--- config.mk ---
export PLATFORM = sky130hd
export DESIGN_NAME = portal_msg_assembler
export DESIGN_NICKNAME = d
export VERILOG_FILES = /design/src/rtl/portal_msg_assembler.sv
export SDC_FILE = /design/constraint.sdc
export NUM_CORES = 1
export LEC_CHECK = 0
export ABC_AREA = 1
export BUFFER_PORTS_ARGS = -buffer_cell sky130_fd_sc_hd__buf_4
export CORE_ASPECT_RATIO = 0.5
export CORE_MARGIN = 5
export CORE_UTILIZATION = 30
export CTS_BUF_LIST = sky130_fd_sc_hd__clkbuf_8
export CTS_CLUSTER_DIAMETER = 120
export DETAILED_ROUTE_END_ITERATION = 7
export GPL_TIMING_DRIVEN = 0
export MAX_ROUTING_LAYER = met4
export SLEW_MARGIN = 5
export SYNTH_ARGS = -nofsm -noshare
export SYNTH_HDL_FRONTEND = slang
export SYNTH_SLANG_ARGS = --single-unit
--- constraint.sdc ---
create_clock -name CLK -period 1.9 [get_ports CLK]
set_input_delay 0.19 -clock CLK [delete_from_list [all_inputs] [get_ports CLK]]
set_output_delay 0.19 -clock CLK [all_outputs]
set_load 0.01 [all_outputs]
--- src/rtl/portal_msg_assembler.sv ---
// Frames the bridge word stream into portal request messages:
// one header word (method, len) followed by len payload words.
module portal_msg_assembler #(
    parameter int MAX_WORDS = 4,
    parameter int ERR_WIDTH = 8
) (
    input  logic                   CLK,
    input  logic                   RST,
    input  logic                   in_enq__ENA,
    input  logic [31:0]            in_enq_v,
    output logic                   in_enq__RDY,
    output logic                   out_enq__ENA,
    output logic [15:0]            out_enq_method,
    output logic [15:0]            out_enq_len,
    output logic [MAX_WORDS*32-1:0] out_enq_data,
    input  logic                   out_enq__RDY,
    output logic [ERR_WIDTH-1:0]   errCount
);

    typedef enum logic [1:0] {HDR, PAY, DRAIN, SEND} state_t;

    localparam logic [15:0] MAXW = 16'(MAX_WORDS);
    localparam logic [ERR_WIDTH-1:0] ERR_MAX = '1;

    state_t                      state;
    logic                        rdy_q;
    logic [15:0]                 method_q;
    logic [15:0]                 len_q;
    logic [15:0]                 idx;
    logic [15:0]                 remaining;
    logic [MAX_WORDS-1:0][31:0]  data_q;
    logic [ERR_WIDTH-1:0]        err_q;

    always_ff @(posedge CLK) begin
        if (RST) begin
            state     <= HDR;
            rdy_q     <= 1'b1;
            method_q  <= '0;
            len_q     <= '0;
            idx       <= '0;
            remaining <= '0;
            data_q    <= '0;
            err_q     <= '0;
        end else begin
            unique case (state)
                HDR: begin
                    if (in_enq__ENA) begin
                        method_q  <= in_enq_v[31:16];
                        len_q     <= in_enq_v[15:0];
                        remaining <= in_enq_v[15:0];
                        data_q    <= '0;
                        idx       <= '0;
                        if (in_enq_v[15:0] == 16'd0) begin
                            state <= SEND;
                            rdy_q <= 1'b0;
                        end else if (in_enq_v[15:0] <= MAXW) begin
                            state <= PAY;
                        end else begin
                            state <= DRAIN;
                        end
                    end
                end
                PAY: begin
                    if (in_enq__ENA) begin
                        for (int i = 0; i < MAX_WORDS; i++) begin
                            if (idx == 16'(i)) data_q[i] <= in_enq_v;
                        end
                        idx <= idx + 16'd1;
                        if (idx == len_q - 16'd1) begin
                            state <= SEND;
                            rdy_q <= 1'b0;
                        end
                    end
                end
                DRAIN: begin
                    if (in_enq__ENA) begin
                        remaining <= remaining - 16'd1;
                        if (remaining == 16'd1) begin
                            state <= HDR;
                            if (err_q != ERR_MAX) err_q <= err_q + 1'b1;
                        end
                    end
                end
                SEND: begin
                    if (out_enq__RDY) begin
                        state <= HDR;
                        rdy_q <= 1'b1;
                    end
                end
                default: begin
                    state <= HDR;
                    rdy_q <= 1'b1;
                end
            endcase
        end
    end

    assign in_enq__RDY    = rdy_q;
    assign out_enq__ENA   = (state == SEND) && out_enq__RDY;
    assign out_enq_method = method_q;
    assign out_enq_len    = len_q;
    assign out_enq_data   = data_q;
    assign errCount       = err_q;

endmodule
==> impl_metrics.yaml <==
outcome:
  status: "finished with violations"
  violations: "setup timing"
flow_run:
  maxCapViolations: 0
grt:
  antenna_found_initial: 0
  grt_max_degree: 11
  grt_pass1_vias: 8575
  grt_pass1_wl_um: 50400
  grt.total_usage: 0.196
  grt-ovfl-total: 0
place:
  globalplace.congestion: 0.938
  dpl_worst_slack_ns: -0.597
  dpl_cell_area_mm2: 0.0109
  post-dp-hpwl_um: 25000
  port-buffer-count: 205
timing:
  tightest_slew_ns: 0.834
  setup_violations: 32
  max_freq_mhz: 511
  drv_slew: 0
  holdWs_ns: 0.0104
  hold_viol: 0
  grt_setup_unrepaired: "yes"
  fin_crit_ns: 1.96
  timing.final.ws_setup_ns: -0.0560
  min_period_over_period: 1.03
  slew_headroom: 0.444
  clock_skew_ns: 0.0342
synthesis:
  synth_cells: 1252
  synth_area_mm2: 0.00883
  syn_nets: 1296
  synth-edff-count: 0
  synth_ff_type: "dfxtp_1"
  yosysSeqAreaShare: 0.460
  postSynthAreaPerCell_um2: 7.05
  yosys_warnings: 0
  async_reset_ff_frac: 0
  synth.distinct_cells: 39
  ys_ff_latch: 203
cells_and_area:
  nNetsFinal: 1592
  drive_gt1_frac: 0.330
  final_area_mm2: 0.0131
  final_util: 0.452
  area_growth_pct: 48.7
  diodes: 0
hold_path:
  hp-start: "in_enq_v[11]"
  hold_path_class: "in -> reg"
pwr:
  vdd_drop_max_uv: 337
  power_leakage_uw: 0.00587
  seq_power_share: 0.435
  switching_share: 0.286
  pwr-share-comb: 0.160
  intPower_uw: 7470
  powerDensity_mw_per_mm2: 797
  clock_power_share: 0.405
  switching_power_uw: 2990
worst_setup_path:
  slowest_delay_ns: 0.36
  path_delay_family: "simple AND/OR/NAND/NOR gates"
  crit_path_end_kind: "register"
  start_kind: "register"
  arrival_ns: 2.41
  critPathBufInv: 2
  cp_common_cell: "nor3_4"
  critPathMaxFanout: 8
  r2r-start: "idx[13]$_SDFFE_PP0P_"
  cp_cell_sequence: "nor2_4 > nand3_2 > nor3_4 > nand3_4 > nor3_4 > buf_8 > clkbuf_16 > nand2_4 > a21oi_2"
  reg2reg_slack_ns: -0.06
  critical_path_class: "reg -> reg"
  cp.required_ns: 2.35
  crit_start: "idx[13]$_SDFFE_PP0P_"
  cpMaxStageDelayCell: "dfxtp_4"
floorplanning:
  start_util: 0.304
  ios: 206
  die_w_um: 253
  rows: 44
  dieArea_mm2: 0.0332
  coreArea_mm2: 0.0290
  die_y_um: 131
routing:
  routed_wl_um: 34400
  wl_per_cell_um: 17.5
  ant_nets: 0
  vias: 9438
  firstDrtPassIters: 5
  drt_iter0_drc: 723
  vias_per_cell: 4.82
  drc_errors: 0
clock_network:
  cts.clk_slew.worst_paths_ns: 0.06
  root_buffer: "clkbuf_8"
  htreeDepth: 2
  cts_tree: "built"
  cts_buffers: 34
  clock_sinks: 203
  clk_latency_ns: 0.53
  max-clock-path-buffers: 3
[cells in the final DEF, fill, tap and decap left out, types with 23 or more instances in the layout]
cell type  count
dfxtp_1      187
inv_1        103
clkbuf_8      42
clkbuf_1      23
nor2_1        98
nand3_1       34
buf_4        254
a21oi_1      145
nand2_1      286
nor2_4        47
o21ai_0       75
a21oi_2       36
nand2_4       29
[per-stage QoR]
| stage | std cells | setup TNS (ns) | total power (uW) |
|---|---|---|---|
| 3_5_place_dp | 1848 | -39.80 | 5990 |
| 4_1_cts | 1934 | -0.150 | 10300 |
| 2_1_floorplan | 1252 | 0 | 5420 |
| 6_report | 1960 | -0.973 | 10500 |
| 3_3_place_gp | 1848 | -39.54 | 5980 |
| 5_1_grt | 1960 | -3.16 | 10900 |
[worst register-to-register path, delay by kind of cell, from the launching register on]
family	cells	cell delay, ns
DFF	1	0.36
buffers and inverters	2	0.42
and+or+nand+nor	6	1.01
AOI/OAI and AO/OA	1	0.12
[final timing paths]
check / cells after the start / end
setup / recovery: 9 / out_enq_data[118]$_SDFFE_PP0P_
hold / removal: 3 / remaining[11]$_SDFFE_PP0P_
setup reg to reg: 9 / out_enq_data[118]$_SDFFE_PP0P_
hold reg to reg: 2 / out_enq_data[72]$_SDFFE_PP0P_
[cells by family (layout without fill, tap and decap cells)]
family	after synthesis	count (layout)	share of synthesized area
simple gates	570	570	0.269
compound gates	281	281	0.165
fa+ha+maj	8	8	0.0113
buf+inv	173	490	0.0772
xor+xnor	17	17	0.0169
flops	203	203	0.460
[power by group through the flow]
stage	clock (uW)	sequential, uW	combinational, uW
final	4240	4550	1670
after global routing	4490	4560	1810
after CTS	4270	4540	1510
after detailed placement	0	4620	1370
after global placement	0	4620	1360
after floorplan	0	4630	788
[cell type report]
cell class	count	area (um2)
Buffer	63	415
Clock buffer	42	578
Clock inverter	15	148
Fill cell	2892	15900
Inverter	110	435
Multi-Input combinational cell	876	4900
Sequential cell	203	4090
Tap cell	391	489
Timing Repair Buffer	260	2070
[cells in the mapped netlist, types with 5 or more instances]
cell | n | share of area
nand3_1 | 37 | 0.021
a21oi_1 | 181 | 0.10
o21ai_0 | 84 | 0.048
nor2_1 | 153 | 0.065
clkbuf_1 | 40 | 0.017
nand2_1 | 324 | 0.14
nor3_1 | 13 | 0.0074
o211ai_1 | 5 | 0.0043
inv_1 | 104 | 0.044
nand4_1 | 19 | 0.013
xor2_1 | 12 | 0.012
nor2_4 | 5 | 0.0064
xnor2_1 | 5 | 0.0050
ha_1 | 8 | 0.011
o21a_1 | 5 | 0.0043
dfxtp_1 | 203 | 0.46
buf_2 | 18 | 0.010
[per-layer routing]
metal  GRT usage  part of all wire  vias to the layer above
met4      0.0617             0.035                        0
met2       0.324              0.49                      269
met5           -                 0                        -
li1            -                 -                     4661
met1       0.237              0.42                     4424
met3      0.0448             0.056                       84
[what timing repair did]
| item | in CTS | in global routing |
|---|---|---|
| gates cloned | 0 | 3 |
| pin swaps | 8 | 60 |
| gates resized for setup | 131 | 222 |
| endpoints found under the hold margin | 16 | 0 |
| hold buffers | 16 | 0 |
| setup buffers | 13 | 23 |
| setup endpoints to repair | 178 | 186 |
[sequential cells by signal (all words and copies together) (netlist names)]
signal and flops:
out_enq_data 128, idx 16, out_enq_len 16, out_enq_method 16
remaining 16, errCount 8, state 2, in_enq__RDY 1
Note: power is estimated with default switching activity, not from simulation.
